File: config.mk
export PLATFORM = sky130hd
export DESIGN_NAME = load_store_unit
export DESIGN_NICKNAME = d
export VERILOG_FILES = /design/src/rtl/lsu_pkg.sv /design/src/rtl/lsu_lane_align.sv /design/src/rtl/load_store_unit.sv
export SDC_FILE = /design/constraint.sdc
export NUM_CORES = 1
export LEC_CHECK = 0
export ABC_AREA = 0
export CAP_MARGIN = 20
export CORE_MARGIN = 2
export CORE_UTILIZATION = 40
export CTS_CLUSTER_SIZE = 16
export DETAILED_ROUTE_END_ITERATION = 10
export HOLD_SLACK_MARGIN = 0.12
export PLACE_DENSITY = 0.76
export SLEW_MARGIN = 15
export SYNTH_ARGS = -nofsm -noshare
export SYNTH_HDL_FRONTEND = slang
export SYNTH_SLANG_ARGS = --single-unit
export TNS_END_PERCENT = 20
File: constraint.sdc
create_clock -name clk -period 2.05 [get_ports clk]
set_input_delay 0.615 -clock clk [delete_from_list [all_inputs] [get_ports clk]]
set_output_delay 0.615 -clock clk [all_outputs]
set_load 0.005 [all_outputs]
File: src/rtl/lsu_pkg.sv
// Shared definitions for the load/store unit.
//   - funct3 size/sign encodings used by the core
//   - FSM state type (also exported on the debug port)
//   - helpers for lane-offset width and access size in bytes
package lsu_pkg;

  localparam logic [2:0] F3_B  = 3'b000;
  localparam logic [2:0] F3_H  = 3'b001;
  localparam logic [2:0] F3_W  = 3'b010;
  localparam logic [2:0] F3_D  = 3'b011;
  localparam logic [2:0] F3_BU = 3'b100;
  localparam logic [2:0] F3_HU = 3'b101;
  localparam logic [2:0] F3_WU = 3'b110;

  typedef enum logic [1:0] {
    ST_IDLE = 2'd0,
    ST_BUSY = 2'd1,
    ST_DONE = 2'd2
  } lsu_state_e;

  // Number of address bits that select a byte lane within one bus word.
  function automatic int lane_off_w(input int data_w);
    return $clog2(data_w / 8);
  endfunction

  // funct3[1:0] encodes log2 of the access size in bytes.
  function automatic int size_bytes(input logic [1:0] sz);
    return 1 << sz;
  endfunction

endpackage

File: src/rtl/lsu_lane_align.sv
// Combinational byte-lane steering for the load/store unit.
// Ports:
//   we, funct3, offset : captured operation (offset = byte lane of addr)
//   wdata              : right-aligned store data
//   rdata_raw          : raw bus read data
//   be                 : byte enables (size mask << offset on stores, all ones on loads)
//   wdata_rep          : store data replicated across every lane
//   rdata_ext          : load data shifted down, truncated and sign/zero extended
module lsu_lane_align import lsu_pkg::*; #(
  parameter int DATA_W = 32,
  localparam int NB    = DATA_W / 8,
  localparam int OFF_W = lane_off_w(DATA_W)
) (
  input  logic              we,
  input  logic [2:0]        funct3,
  input  logic [OFF_W-1:0]  offset,
  input  logic [DATA_W-1:0] wdata,
  input  logic [DATA_W-1:0] rdata_raw,
  output logic [NB-1:0]     be,
  output logic [DATA_W-1:0] wdata_rep,
  output logic [DATA_W-1:0] rdata_ext
);

  int                nbytes;
  logic [NB-1:0]     size_mask;
  logic [DATA_W-1:0] shifted;
  logic              msb;
  logic              sign;

  always_comb begin
    nbytes    = size_bytes(funct3[1:0]);
    size_mask = '0;
    for (int i = 0; i < NB; i++) size_mask[i] = (i < nbytes);
    be = we ? (size_mask << offset) : '1;

    // Each lane takes the store byte it would hold if the access were
    // aligned at that lane, so the memory only needs the byte enables.
    wdata_rep = '0;
    for (int i = 0; i < NB; i++) begin
      case (funct3[1:0])
        2'b00:   wdata_rep[8*i +: 8] = wdata[7:0];
        2'b01:   wdata_rep[8*i +: 8] = wdata[8*(i%2) +: 8];
        2'b10:   wdata_rep[8*i +: 8] = wdata[8*(i%4) +: 8];
        default: wdata_rep[8*i +: 8] = wdata[8*i +: 8];
      endcase
    end

    shifted = rdata_raw >> {offset, 3'b000};
    case (funct3[1:0])
      2'b00:   msb = shifted[7];
      2'b01:   msb = shifted[15];
      2'b10:   msb = shifted[31];
      default: msb = shifted[DATA_W-1];
    endcase
    // funct3[2] selects the unsigned variants.
    sign = msb & ~funct3[2];
    rdata_ext = '0;
    for (int j = 0; j < DATA_W; j++) rdata_ext[j] = (j < 8*nbytes) ? shifted[j] : sign;
  end

endmodule

File: src/rtl/load_store_unit.sv
// Load/store unit between the core datapath and a variable-latency memory.
// Ports:
//   clk, rst (async, active low)
//   core side : request, we, funct3, addr, wdata -> rdata, stall, done, err
//   bus side  : mem_req, mem_we, mem_addr, mem_wdata, mem_be <- mem_ack, mem_rdata
//   dbg_state : current FSM state
// Handshake: the core holds request (and its operands) until done; the bus
// holds mem_req with stable mem_* until one cycle of mem_ack, which
// qualifies mem_rdata. done is a one-cycle pulse; err is valid only with done.
module load_store_unit import lsu_pkg::*; #(
  parameter int ADDR_W  = 32,
  parameter int DATA_W  = 32,
  parameter int TIMEOUT = 16
) (
  input  logic                  clk,
  input  logic                  rst,
  input  logic                  request,
  input  logic                  we,
  input  logic [2:0]            funct3,
  input  logic [ADDR_W-1:0]     addr,
  input  logic [DATA_W-1:0]     wdata,
  output logic [DATA_W-1:0]     rdata,
  output logic                  stall,
  output logic                  done,
  output logic                  err,
  output logic                  mem_req,
  output logic                  mem_we,
  output logic [ADDR_W-1:0]     mem_addr,
  output logic [DATA_W-1:0]     mem_wdata,
  output logic [DATA_W/8-1:0]   mem_be,
  input  logic                  mem_ack,
  input  logic [DATA_W-1:0]     mem_rdata,
  output lsu_state_e            dbg_state
);

  localparam int NB    = DATA_W / 8;
  localparam int OFF_W = lane_off_w(DATA_W);
  localparam int CNT_W = (TIMEOUT < 2) ? 1 : $clog2(TIMEOUT + 1);

  lsu_state_e        state;
  logic              cap_we;
  logic [2:0]        cap_f3;
  logic [OFF_W-1:0]  cap_off;
  logic [ADDR_W-1:0] cap_addr;
  logic [DATA_W-1:0] cap_wdata;
  logic [CNT_W-1:0]  tcount;

  logic              f3_legal;
  logic              aligned;
  logic              timeout_hit;
  logic              busy;
  logic [NB-1:0]     al_be;
  logic [DATA_W-1:0] al_wdata;
  logic [DATA_W-1:0] al_rdata;

  always_comb begin
    case (funct3)
      F3_D, F3_WU: f3_legal = (DATA_W == 64);
      3'b111:      f3_legal = 1'b0;
      default:     f3_legal = 1'b1;
    endcase
    case (funct3[1:0])
      2'b00:   aligned = 1'b1;
      2'b01:   aligned = ~addr[0];
      2'b10:   aligned = (addr[1:0] == 2'b00);
      default: aligned = (addr[2:0] == 3'b000);
    endcase
  end

  // This BUSY cycle is the TIMEOUT-th one without an ack.
  assign timeout_hit = (TIMEOUT != 0) && ((32'(tcount) + 32'd1) == 32'(TIMEOUT));

  lsu_lane_align #(.DATA_W(DATA_W)) u_align (
    .we        (cap_we),
    .funct3    (cap_f3),
    .offset    (cap_off),
    .wdata     (cap_wdata),
    .rdata_raw (mem_rdata),
    .be        (al_be),
    .wdata_rep (al_wdata),
    .rdata_ext (al_rdata)
  );

  always_ff @(posedge clk or negedge rst) begin
    if (!rst) begin
      state     <= ST_IDLE;
      cap_we    <= 1'b0;
      cap_f3    <= '0;
      cap_off   <= '0;
      cap_addr  <= '0;
      cap_wdata <= '0;
      tcount    <= '0;
      rdata     <= '0;
      err       <= 1'b0;
    end else begin
      case (state)
        ST_IDLE: begin
          if (request) begin
            if (f3_legal && aligned) begin
              cap_we    <= we;
              cap_f3    <= funct3;
              cap_off   <= addr[OFF_W-1:0];
              cap_addr  <= {addr[ADDR_W-1:OFF_W], {OFF_W{1'b0}}};
              cap_wdata <= wdata;
              tcount    <= '0;
              state     <= ST_BUSY;
            end else begin
              // Rejected ops never reach the bus.
              err   <= 1'b1;
              rdata <= '0;
              state <= ST_DONE;
            end
          end
        end
        ST_BUSY: begin
          // Ack takes priority over a timeout landing on the same cycle.
          if (mem_ack) begin
            rdata <= cap_we ? '0 : al_rdata;
            err   <= 1'b0;
            state <= ST_DONE;
          end else if (timeout_hit) begin
            rdata <= '0;
            err   <= 1'b1;
            state <= ST_DONE;
          end else begin
            tcount <= tcount + CNT_W'(1);
          end
        end
        ST_DONE: begin
          // request may still be high here; it belongs to the finished op.
          err   <= 1'b0;
          state <= ST_IDLE;
        end
        default: state <= ST_IDLE;
      endcase
    end
  end

  assign busy      = (state == ST_BUSY);
  assign done      = (state == ST_DONE);
  assign dbg_state = state;
  // Gated by rst so the core is released the moment reset asserts.
  assign stall     = rst & (((state == ST_IDLE) & request) | busy);

  assign mem_req   = busy;
  assign mem_we    = busy & cap_we;
  assign mem_addr  = busy ? cap_addr : '0;
  assign mem_wdata = busy ? al_wdata : '0;
  assign mem_be    = busy ? al_be    : '0;

endmodule
==> reports/results.ini <==
[outcome]
outcome=finished with violations
violations=setup timing

[synth]
synth-simple-area-share_pct=12.8
synth_ff_type=dfrtp_1
async_reset_ff_share_pct=100
synthMuxAreaShare_pct=21.4
synth_compound_area_share_pct=12.6
ys_seq_elements=108
synth_edf_count=0
synthXorXnorAreaFrac_pct=0.156
synth.most_common_cell=dfrtp_1
ys_warn_count=0
synth_area_mm2=0.00562
synth_top_area_share_pct=48.1
synth.area.top_cells=dfrtp_1, mux2_2, mux2_4, mux2i_1, and2_1
ys_seq_area_share_pct=48.1
syn_inst=490
synth.distinct_cells=48
synth_top_family_by_area=multiplexers
synth_top_cells_by_count=dfrtp_1, mux2_2, and2_1, nor2_1, a21oi_1
yosysTopAreaCell=dfrtp_1
synth_fa_ha_area_share_pct=0.223
synth_area_per_cell_um2=11.5

[worst_hold_path]
hold_path_class=primary input to async pin

[timing]
slew_violations=0
skew_ns=0.0102
slew_headroom_pct=49.8
final-hold-violation-count=0
setup_slack_ns=-0.230
period_needed_ns=2.28
setup_violations=75
max_clock_freq_ghz=0.439
rsz0062_at_grt=yes
whs_ns=0.370
fin_crit_sh_pct=111
tightest_slew_ns=0.753

[critical_path]
r2r.worst_path.cells=9
critical_path.slowest_cell=dfrtp_2
path_class=flop to primary output
cp_max_fo=8
crit_family=buffers and inverters
crit_path_max_incr_delay_ns=0.45
r2r_slack_ns=0.05
cp_num_buf_inv=4
regToRegEndpoint=rdata[29]
crit_path_start_kind=flop
cp_cell_sequence=buf_6, nor2_4, buf_6, buf_6, nand2_2, a21oi_2, buf_2
cp.arrival_ns=1.67
crit_path_end_kind=primary output
cp.depth=7
path_common_cell=buf_6
cp_data_required_time_ns=1.43
timing.rr.start=cap_f3[0]

[final_layout]
final_util_pct=66.1
diodes=0
fin_nets=864
synthToLayoutAreaGrowth_pct=62.7
multi_input_area_mm2=0.00288
register_area_mm2=0.00271
fillers=1018
fin_cells=944
drive_gt1_share_pct=41.5

[power_and_ir_drop]
leakage_nw=4.12
power_density_mw_per_mm2=1050
peakVddDrop_uv=510
power.total_w=0.00962

[clock_network]
ctsHoldBuffers=0
cts_made_buffers=9
clkTransAtPathRegs_ns=0.07
clkLatencyLatePin_ns=0.35
ctsLongestPathBuffers=2
cts_tree=yes
ctsHtreeMaxLevel=3
cts.sinks=108
cts-root-buf=clkbuf_16

[global_routing]
grt_pass1_wl_um=28100
antenna_found_initial=0
gr-usage-all-layers_pct=24.5
grt_overflow=0
grt_max_degree=60
grt_pass1_vias=5203

[placed_design]
dpl.cell_count=891
port_buffers=208
dpl.hpwl_um=12600
place_congestion=0.861

[route]
ant_nets=0
wire_per_inst_um=19.5
drt_first_pass_iters=6
via_per_inst=5.34
drt-initial-drc-count=280
via_count=5043
wirelength_um=18400
drc=0

[job]
max_cap_violations=0

[die]
io_pins=211
fp.dieH_um=123
initial_utilization_pct=40.6
core-area_mm2=0.0138
dieArea_mm2=0.0150
die_w_um=123
fp-row-count=43

-- metrics by stage --
stage	setup WS (ns)	setup TNS, ns	instance area, um2
4_1_cts	-0.210	-7.66	8980
2_1_floorplan	-0.141	-6.59	5630
6_report	-0.230	-5.64	9140
3_3_place_gp	-0.683	-68.60	8160
3_5_place_dp	-0.686	-68.93	8160
5_1_grt	-0.274	-10.50	9140
-- layout by cell type (no fill, tap or decap), types with 9 or more instances in the layout --
master / n
a21oi_1: 20
a21oi_2: 11
a221o_1: 17
and2_1: 20
and2_4: 21
buf_12: 12
buf_2: 37
buf_4: 47
buf_6: 42
clkbuf_16: 9
clkdlybuf4s15_2: 14
clkdlybuf4s50_1: 128
dfrtp_1: 105
mux2_2: 54
mux2_4: 23
mux2i_1: 25
nand2_1: 21
nor2_1: 30
nor2b_1: 12
o21ai_0: 9
-- timing repair --
| action | 4_1_cts | 5_1_grt |
|---|---|---|
| gates resized for setup | 346 | 54 |
| setup endpoints to repair | 174 | 163 |
| pin swaps | 26 | 29 |
| setup buffers | 26 | 7 |
| gates cloned | 7 | 0 |
-- how the worst max path moves through the flow --
stage                     slack, ns            end  startpoint
after floorplan               -0.14   cap_addr[10]   funct3[0]
after global placement        -0.68   cap_addr[29]   funct3[0]
after detailed placement      -0.69   cap_wdata[7]   funct3[0]
after CTS                     -0.21  mem_wdata[31]   cap_f3[0]
after global routing          -0.27  mem_wdata[13]   cap_f3[1]
final                         -0.23  mem_wdata[13]   cap_f3[1]
-- cell type report --
cell class	count	share of cell area, %
Clock buffer	13	2.96
Clock inverter	3	0.739
Inverter	5	0.260
Multi-Input combinational cell	338	31.5
Sequential cell	108	29.6
Tap cell	180	2.46
Timing Repair Buffer	297	32.4
-- power by group --
group | switching [W] | total (W) | internal (W) | leakage (nW)
registers | 0.000575 | 0.00338 | 0.00280 | 1.35
clock network | 0.000800 | 0.00197 | 0.00117 | 0.162
logic | 0.00171 | 0.00427 | 0.00255 | 2.61
-- layer usage --
metal	wire length, um	track usage (%)	vias up
met5	0	0	-
met4	550	9.27	0
met3	1200	4.93	39
met2	9270	42.1	222
met1	7360	30.4	2494
li1	-	-	2288
-- sequential cells by signal, indices dropped and copies added, names as in the netlist --
| name | cells |
|---|---|
| cap_wdata | 32 |
| rdata | 32 |
| cap_addr | 30 |
| tcount | 5 |
| cap_f3 | 3 |
| cap_off | 2 |
| dbg_state | 2 |
| cap_we | 1 |
| err | 1 |
-- cell families (layout without fill, tap and decap cells) --
group / after synthesis / in the layout
other: 1 / 2
multiplexers: 103 / 103
XOR/XNOR: 1 / 1
AND/OR/NAND/NOR: 135 / 135
adder cells (fa/ha/maj): 1 / 1
flip-flops: 108 / 108
buffers and inverters: 45 / 318
AO/OA/AOI/OAI: 96 / 96
(Power assumes the default switching activity.)
